`config.mk`:
```
export PLATFORM = sky130hd
export DESIGN_NAME = camera_config_sequencer
export DESIGN_NICKNAME = d
export VERILOG_FILES = /design/src/rtl/camera_cfg_pkg.sv /design/src/rtl/camera_config_sequencer.sv
export SDC_FILE = /design/constraint.sdc
export NUM_CORES = 1
export LEC_CHECK = 0
export CORE_MARGIN = 2
export CORE_UTILIZATION = 29
export DETAILED_ROUTE_END_ITERATION = 10
export PLACE_DENSITY_LB_ADDON = 0.25
export SYNTH_ARGS = -nofsm -noshare
export SYNTH_HDL_FRONTEND = slang
export SYNTH_SLANG_ARGS = --single-unit
```
`constraint.sdc`:
```
create_clock -name clk -period 4.65 [get_ports clk]
set_input_delay 0.6975 -clock clk [delete_from_list [all_inputs] [get_ports clk]]
set_output_delay 0.6975 -clock clk [all_outputs]
set_load 0.005 [all_outputs]
```
`src/rtl/camera_cfg_pkg.sv`:
```
// camera_cfg_pkg: shared table markers, sequencer state type and ms-to-cycle helper.
// Latency: n/a (declarations only).
// Backpressure: n/a.
package camera_cfg_pkg;

   // Table entry that terminates the init sequence.
   localparam logic [15:0] CFG_END   = 16'hFFFF;
   // Table entry that inserts a fixed millisecond pause instead of a write.
   localparam logic [15:0] CFG_DELAY = 16'hFFF0;

   typedef enum logic [3:0] {
      ST_IDLE,
      ST_FETCH,
      ST_DECODE,
      ST_WAIT_IDLE,
      ST_WAIT_ACCEPT,
      ST_WAIT_DONE,
      ST_DELAY,
      ST_ADVANCE,
      ST_FINISH
   } cfg_state_t;

   // Number of clk cycles in 'ms' milliseconds at 'clk_freq' Hz.
   function automatic int ms_to_cycles(input int ms, input int clk_freq);
      return ms * (clk_freq / 1000);
   endfunction

endpackage

```
`src/rtl/camera_config_sequencer.sv`:
```
// camera_config_sequencer: walks the register-init table, one SCCB write per entry, with delay/end markers.
// Latency: 4 cycles from config_start to the first sccb_start when entry 0 is a write and sccb_ready is high.
// Backpressure: every start waits for sccb_ready, one transaction outstanding; CFG_AUTOSTART_EN adds power-up auto-start.
module camera_config_sequencer
   import camera_cfg_pkg::*;
#(
   parameter int CLK_FREQ       = 25000000,
   parameter int ROM_AW         = 8,
   parameter int DELAY_MS       = 10,
   parameter int ACCEPT_TIMEOUT = 64,
   parameter int POWERUP_MS     = 1
)(
   input  logic              clk,
   input  logic              rst_n,
   input  logic              config_start,
   output logic [ROM_AW-1:0] rom_addr,
   input  logic [15:0]       rom_data,
   input  logic              sccb_ready,
   output logic              sccb_start,
   output logic [7:0]        sccb_address,
   output logic [7:0]        sccb_data,
   output logic              busy,
   output logic              done,
   output logic              error,
   output logic [ROM_AW:0]   write_count
);

   localparam int DELAY_CYCLES = ms_to_cycles(DELAY_MS, CLK_FREQ);
   localparam int DCW = (DELAY_CYCLES > 1) ? $clog2(DELAY_CYCLES) : 1;
   localparam int TCW = (ACCEPT_TIMEOUT > 1) ? $clog2(ACCEPT_TIMEOUT) : 1;
   localparam logic [ROM_AW:0] WC_MAX = {1'b1, {ROM_AW{1'b0}}};

   cfg_state_t        state, state_nxt;
   logic [ROM_AW-1:0] rom_addr_nxt;
   logic              sccb_start_nxt;
   logic [7:0]        sccb_address_nxt, sccb_data_nxt;
   logic              busy_nxt, done_nxt, error_nxt;
   logic [ROM_AW:0]   write_count_nxt;
   logic [DCW-1:0]    delay_cnt, delay_cnt_nxt;
   logic [TCW-1:0]    accept_cnt, accept_cnt_nxt;
   logic              start_req;

`ifdef CFG_AUTOSTART_EN
   localparam int PU_CYCLES = ms_to_cycles(POWERUP_MS, CLK_FREQ);
   localparam int PCW = (PU_CYCLES > 1) ? $clog2(PU_CYCLES) : 1;

   logic [PCW-1:0] pu_cnt;
   logic           pu_done;
   logic           pu_fire;

   // Manual starts are only honoured once the power-up wait has expired.
   assign pu_fire   = !pu_done && (pu_cnt == PCW'(PU_CYCLES - 1));
   assign start_req = pu_fire || (config_start && pu_done);

   // Power-up wait counter; fires exactly once per reset release.
   always_ff @(posedge clk) begin
      if (!rst_n) begin
         pu_cnt  <= '0;
         pu_done <= 1'b0;
      end else if (!pu_done) begin
         if (pu_fire) pu_done <= 1'b1;
         else         pu_cnt  <= pu_cnt + 1'b1;
      end
   end
`else
   logic [31:0] unused_powerup_ms;

   assign unused_powerup_ms = 32'(POWERUP_MS);
   assign start_req         = config_start;
`endif

   // Next-state and next-output logic for the table walk.
   always_comb begin
      state_nxt        = state;
      rom_addr_nxt     = rom_addr;
      sccb_start_nxt   = sccb_start;
      sccb_address_nxt = sccb_address;
      sccb_data_nxt    = sccb_data;
      busy_nxt         = busy;
      done_nxt         = done;
      error_nxt        = error;
      write_count_nxt  = write_count;
      delay_cnt_nxt    = delay_cnt;
      accept_cnt_nxt   = accept_cnt;

      case (state)
         ST_IDLE: begin
            if (start_req) begin
               done_nxt        = 1'b0;
               error_nxt       = 1'b0;
               write_count_nxt = '0;
               rom_addr_nxt    = '0;
               busy_nxt        = 1'b1;
               state_nxt       = ST_FETCH;
            end
         end
         ST_FETCH: state_nxt = ST_DECODE;
         ST_DECODE: begin
            if (rom_data == CFG_END) begin
               state_nxt = ST_FINISH;
            end else if (rom_data == CFG_DELAY) begin
               delay_cnt_nxt = DCW'(DELAY_CYCLES - 1);
               state_nxt     = ST_DELAY;
            end else begin
               sccb_address_nxt = rom_data[15:8];
               sccb_data_nxt    = rom_data[7:0];
               state_nxt        = ST_WAIT_IDLE;
            end
         end
         // A master still busy from before a reset is waited out here too.
         ST_WAIT_IDLE: begin
            if (sccb_ready) begin
               sccb_start_nxt = 1'b1;
               accept_cnt_nxt = '0;
               state_nxt      = ST_WAIT_ACCEPT;
            end
         end
         ST_WAIT_ACCEPT: begin
            if (!sccb_ready) begin
               sccb_start_nxt = 1'b0;
               if (write_count != WC_MAX) write_count_nxt = write_count + 1'b1;
               state_nxt = ST_WAIT_DONE;
            end else if (accept_cnt == TCW'(ACCEPT_TIMEOUT - 1)) begin
               sccb_start_nxt = 1'b0;
               error_nxt      = 1'b1;
               state_nxt      = ST_FINISH;
            end else begin
               accept_cnt_nxt = accept_cnt + 1'b1;
            end
         end
         ST_WAIT_DONE: begin
            if (sccb_ready) state_nxt = ST_ADVANCE;
         end
         ST_DELAY: begin
            if (delay_cnt == '0) state_nxt = ST_ADVANCE;
            else                 delay_cnt_nxt = delay_cnt - 1'b1;
         end
         // The last table slot ends the run rather than wrapping to entry 0.
         ST_ADVANCE: begin
            if (&rom_addr) begin
               state_nxt = ST_FINISH;
            end else begin
               rom_addr_nxt = rom_addr + 1'b1;
               state_nxt    = ST_FETCH;
            end
         end
         ST_FINISH: begin
            busy_nxt  = 1'b0;
            done_nxt  = 1'b1;
            state_nxt = ST_IDLE;
         end
         default: state_nxt = ST_IDLE;
      endcase
   end

   // State and output registers with synchronous reset.
   always_ff @(posedge clk) begin
      if (!rst_n) begin
         state        <= ST_IDLE;
         rom_addr     <= '0;
         sccb_start   <= 1'b0;
         sccb_address <= '0;
         sccb_data    <= '0;
         busy         <= 1'b0;
         done         <= 1'b0;
         error        <= 1'b0;
         write_count  <= '0;
         delay_cnt    <= '0;
         accept_cnt   <= '0;
      end else begin
         state        <= state_nxt;
         rom_addr     <= rom_addr_nxt;
         sccb_start   <= sccb_start_nxt;
         sccb_address <= sccb_address_nxt;
         sccb_data    <= sccb_data_nxt;
         busy         <= busy_nxt;
         done         <= done_nxt;
         error        <= error_nxt;
         write_count  <= write_count_nxt;
         delay_cnt    <= delay_cnt_nxt;
         accept_cnt   <= accept_cnt_nxt;
      end
   end

endmodule

```
==> summary.txt <==
STA
  • Achievable frequency: 419.7 MHz
  • Final slew viol count: 0
  • Fin Clk Skew: 5.942 ps
  • Hold violation count in the final report: 0
  • Setup_tns: 0 ps
  • # setup viols final: 0
  • Crit share post-route: 51.24%
  • Max-slew headroom: 52.90%
  • Slew @ Worst Pin: just over 700 ps
  • RSZ-0062 raised after global routing: no
  • Final worst path period need: 2383 ps

Layout
  • Layout Cells excl Fill: 568
  • NumNets Final: between 400 and 500
  • Ant. Diodes: 0
  • Synth-to-layout area growth: 29.44%
  • Layout cells sized above 1: 7.944%
  • FILL cells: ~1100

Die
  • Die footprint: approximately 12000 µm²
  • # rows: 38
  • Initial Utilization: 29.89%
  • CORE AREA: approximately 11000 µm²
  • Die Wd: 110.2 µm
  • Num ports: 57
  • Die span in y: around 110 µm

CTS
  • Clk pin slew, worst setup/hold paths: 50 ps
  • CTS H-tree lvls: 3
  • CTS tree: done
  • TritonCTS Buffers: 9
  • Clk_lat worst skew: about 330 ps
  • Post-CTS sizing: 0
  • Root buf cell: clkbuf_16
  • Clk sinks: 65
  • Post-CTS Setup Bufs: 0
  • Hold buffers post-CTS: 0
  • Clock tree buffer depth: 2

Route
  • # DRC: 0
  • Antenna Nets Post-Route: 0
  • DRT Pass-1 Iters: 4
  • Via/cell ratio: 5.086
  • Iter 0 DRT Violations: 96
  • Routed wire length: a little under 8 mm
  • Vias: ~2900
  • Wire length per cell: 13.74 µm

Synth
  • Sequential element share of the synthesized area: 39.82%
  • Synth top cells by count: dfxtp_1, nor2_1, a21oi_1, nand2_1, mux2i_1
  • Post-Syn Area per Cell: 8.785 µm²
  • Ys flop type: dfxtp_1
  • Mapped cell area: 3268 µm²
  • Most frequent cell after synthesis: dfxtp_1
  • Synthesis Warnings: 0
  • Yosys top cell by area: dfxtp_1
  • EDFF count, synth: 0
  • Yosys cell types: 61
  • Largest cells by area after synthesis: dfxtp_1, nor2_1, mux2i_1
  • Top cell type's share of synthesized area: 39.82%
  • Yosys reg bits: 65
  • Post-Syn Nets: 397
  • Async SR Flop Fraction: 0%
  • Cells after Synth: 372

Placed design
  • Post-DP HPWL: about 5.4 mm
  • Port bufs: 56
  • Placer Congestion: 0.7875
  • Placed cells: 552

Critical path
  • Startpoint Class: flop
  • Reg2Reg Setup Slack: roughly 2300 ps
  • Critical path arrival: 2610 ps
  • Worst endpoint required time: 4880 ps
  • Worst setup EP type: flop
  • CP max FO: 22
  • Type of the worst setup path: flop to flop

Pwr
  • P per Cell Area: a little under 400 nW/µm²
  • Peak supply drop: 0.0002520 V
  • Total power: around 1600 µW
  • LEAKAGE: approximately 0.0015 µW

Status
  • Status: finished clean

Global routing
  • Pin count of the biggest net entering global routing: 36
  • Initial antenna violation count: 0
  • First-pass GRT wire length: 13.37 mm
  • Vias in the first global route: ~2800
  • Grt ovf: 0
  • Overall Global Routing Usage: 14.14%

Min path
  • Worst hold path class: flop to flop

Job
  • Max Cap Viol: 0
==> per-stage QoR <==
stage               hold WS [ps]  setup slack (ps)  area, µm²  utilization, %
finish                     452.7              2267       4230           38.68
global route               465.5              2075       4230           38.68
CTS                        454.7              2269       4230           38.68
detailed placement         447.6              1953       3921           35.86
global placement           455.0              1989       3921           35.86
floorplan                  446.0              2633       3268               -
==> sequential cells by signal, indices dropped and copies added (netlist names) <==
register and cells:
sccb_start 1, sccb_data 8, error 1, rom_addr 8
delay_cnt 18, state 4, write_count 9, busy 1
accept_cnt 6, done 1, sccb_address 8
==> final cells by class <==
| class | instances | area (µm²) | share of cell area [%] |
|---|---|---|---|
| repair buffers | 57 | 568.0 | 13.43 |
| flip-flops and latches | 65 | 1301 | 30.76 |
| clock inverters | 2 | 35.03 | 0.8282 |
| well taps | 140 | 175.2 | 4.141 |
| multi-input cells | 282 | 1847 | 43.66 |
| inverters | 8 | 30.03 | 0.7098 |
| clock buffers | 14 | 274.0 | 6.477 |
==> worst max-delay path, stage by stage (launching register included) <==
cell	delay, ps
dfxtp_1	750
nor4b_2	570
nand2_1	160
or2_2	320
o211a_1	190
o221a_2	280
==> cells by family after synthesis <==
| group | count (synthesis) | synth area share, % |
|---|---|---|
| buffers and inverters | 25 | 3.675 |
| DFF | 65 | 39.82 |
| xor gates and xnor gates | 22 | 5.896 |
| and+or+nand+nor | 159 | 26.91 |
| AOI/OAI and AO/OA | 77 | 15.93 |
| muxes | 19 | 5.857 |
| adders and majority gates | 5 | 1.914 |
==> worst paths after layout <==
kind	start	endpoint	cells after the start
setup / recovery	state[2]	state[0]	5
hold / removal	done	done	2
setup reg to reg	state[2]	state[0]	5
hold reg to reg	done	done	2
==> cell usage in the layout, fill, tap and decap left out, drive strengths merged, types with 3 or more instances in the layout <==
cell | Yosys | final
clkbuf | 6 | 14
o211ai | 4 | 4
and2 | 4 | 4
or3 | 5 | 5
clkdlybuf4s50 | 0 | 56
nand2 | 19 | 19
mux2i | 18 | 18
inv | 7 | 7
or2 | 4 | 4
o21ai | 15 | 15
xnor2 | 11 | 11
ha | 5 | 5
nand2b | 3 | 3
a21oi | 26 | 26
nor4 | 6 | 6
nor4b | 4 | 4
or4 | 10 | 10
a211oi | 10 | 10
nor3 | 12 | 12
nand4 | 7 | 7
or4b | 3 | 3
xor2 | 11 | 11
a31oi | 3 | 3
and3 | 4 | 4
nor2 | 55 | 55
nand3 | 12 | 12
dfxtp | 65 | 65
==> power by group <==
group          internal, µW  switching (µW)
Combinational           156             153
Sequential              590            51.7
Clock                   458             240
==> per-layer routing <==
metal / up-vias / wire length, µm / global-route usage (%)
met3: 14 / 336 / 4.468
met1: 1355 / 3706 / 17.54
met5: - / 0 / 0
li1: 1470 / - / -
met4: 0 / 143 / 5.357
met2: 50 / 3618 / 22.92
(Power assumes the default switching activity.)
==> RTL edit: new RTL, same settings <==
Build with the macro `CFG_AUTOSTART_EN` defined.
--- a/src/rtl/camera_config_sequencer.sv
+++ b/src/rtl/camera_config_sequencer.sv
@@ -3,2 +3,4 @@
 // Backpressure: every start waits for sccb_ready, one transaction outstanding; CFG_AUTOSTART_EN adds power-up auto-start.
+`define CFG_AUTOSTART_EN
+
 module camera_config_sequencer
Check against the original RTL: not equivalent (a bounded check fails within 4 cycles, from zero or initial values and one cycle with rst_n low).
==> RTL edit against the original RTL <==
Worst setup slack worse by 330 ps. Wire length rose by 30%. Worst hold slack is essentially flat. Design area rose by 21%. Sequential cell count rose by 16. Combinational power increased by 7.8%. Largest cell class unchanged. Largest power group is now sequential cells. Synthesized area is 25% higher. Power grew 11%. Critical path depth shrank 1. Clock power fell by 0.7%.
==> RTL edit: results (changes against the original RTL) <==
Cell family contributing the most delay on the critical path -> compound AO/OA/AOI/OAI gates
Final worst clock skew -> 6.11 ps (+0.169 ps)
Filler Cells Inserted -> 1384 (+23%)
Via count of the first global-routing pass -> 3490 (+26%)
Static power due to leakage -> 1.79 nW (+23%)
Number of different library cells in the post-synthesis netlist -> 71 (+16%)
Slowest library cell on the worst path -> a21oi_2
Count of sequential standard cells -> 81 (+25%)
CLK BUF -> 15 (+1)
Clock-cell share of area -> 5.79% (-1.5 points)
Sum of met3 wire segment lengths after detailed routing -> 623 um (+85%)
Result of the run -> completed
DR vias -> 3613 (+25%)
GR Layer Usage met1 -> 18.9% (+1.3 points)
Fraction of layout instances using a drive strength above 1 -> 8.80% (+0.85 points)
Path depth of the worst reg2reg path -> 4 (-1)
Final-layout worst hold slack -> 453 ps (+0.0820 ps)
Weighted congestion reported at the end of routability-driven placement -> 0.809 (+2.7%)
Post-Syn Area per Cell -> 8.78 um^2 (about the same)
Drt via density -> 5.14 (+1.0%)
VDD IR-drop max -> 0.174 mV (-31%)
Met2 Use GR -> 21.5% (-1.4 points)
Count of inverters not on the clock network in the layout -> 16 (+8)
Maximum fanout encountered on the critical timing path -> 18 (-18%)
First-pass GRT wire length -> 17.1 mm (+28%)
Repair and plain buffers -> 58 (+1.8%)
RTL edit: changes by cell type after synthesis, moves of 6 or more:
cell	before	now
nand4_1	7	14
inv_1	7	15
dfxtp_1	65	81
nand2_1	19	36
xnor2_1	11	17
RTL edit: worst max-delay path by stage:
stage / cells after the start / endpoint / slack, ps
floorplan: 5 / delay_cnt[8] / 2540
global placement: 6 / state[0] / 1820
detailed placement: 6 / sccb_address[5] / 1780
CTS: 4 / sccb_address[6] / 1910
global route: 4 / sccb_data[4] / 1740
finish: 4 / sccb_address[5] / 1940
RTL edit: logic make-up (layout without fill, tap and decap cells):
kind of cell               Yosys count  in the layout  synth area share, %
and+or+nand+nor                    211            211                 29.4
AOI/OAI and AO/OA                   85             85                 14.2
adders and majority gates            6              6                 1.83
xor gates and xnor gates            31             31                 6.62
DFF                                 81             81                 39.6
buffers and inverters               34             90                 3.75
muxes                               19             19                 4.67
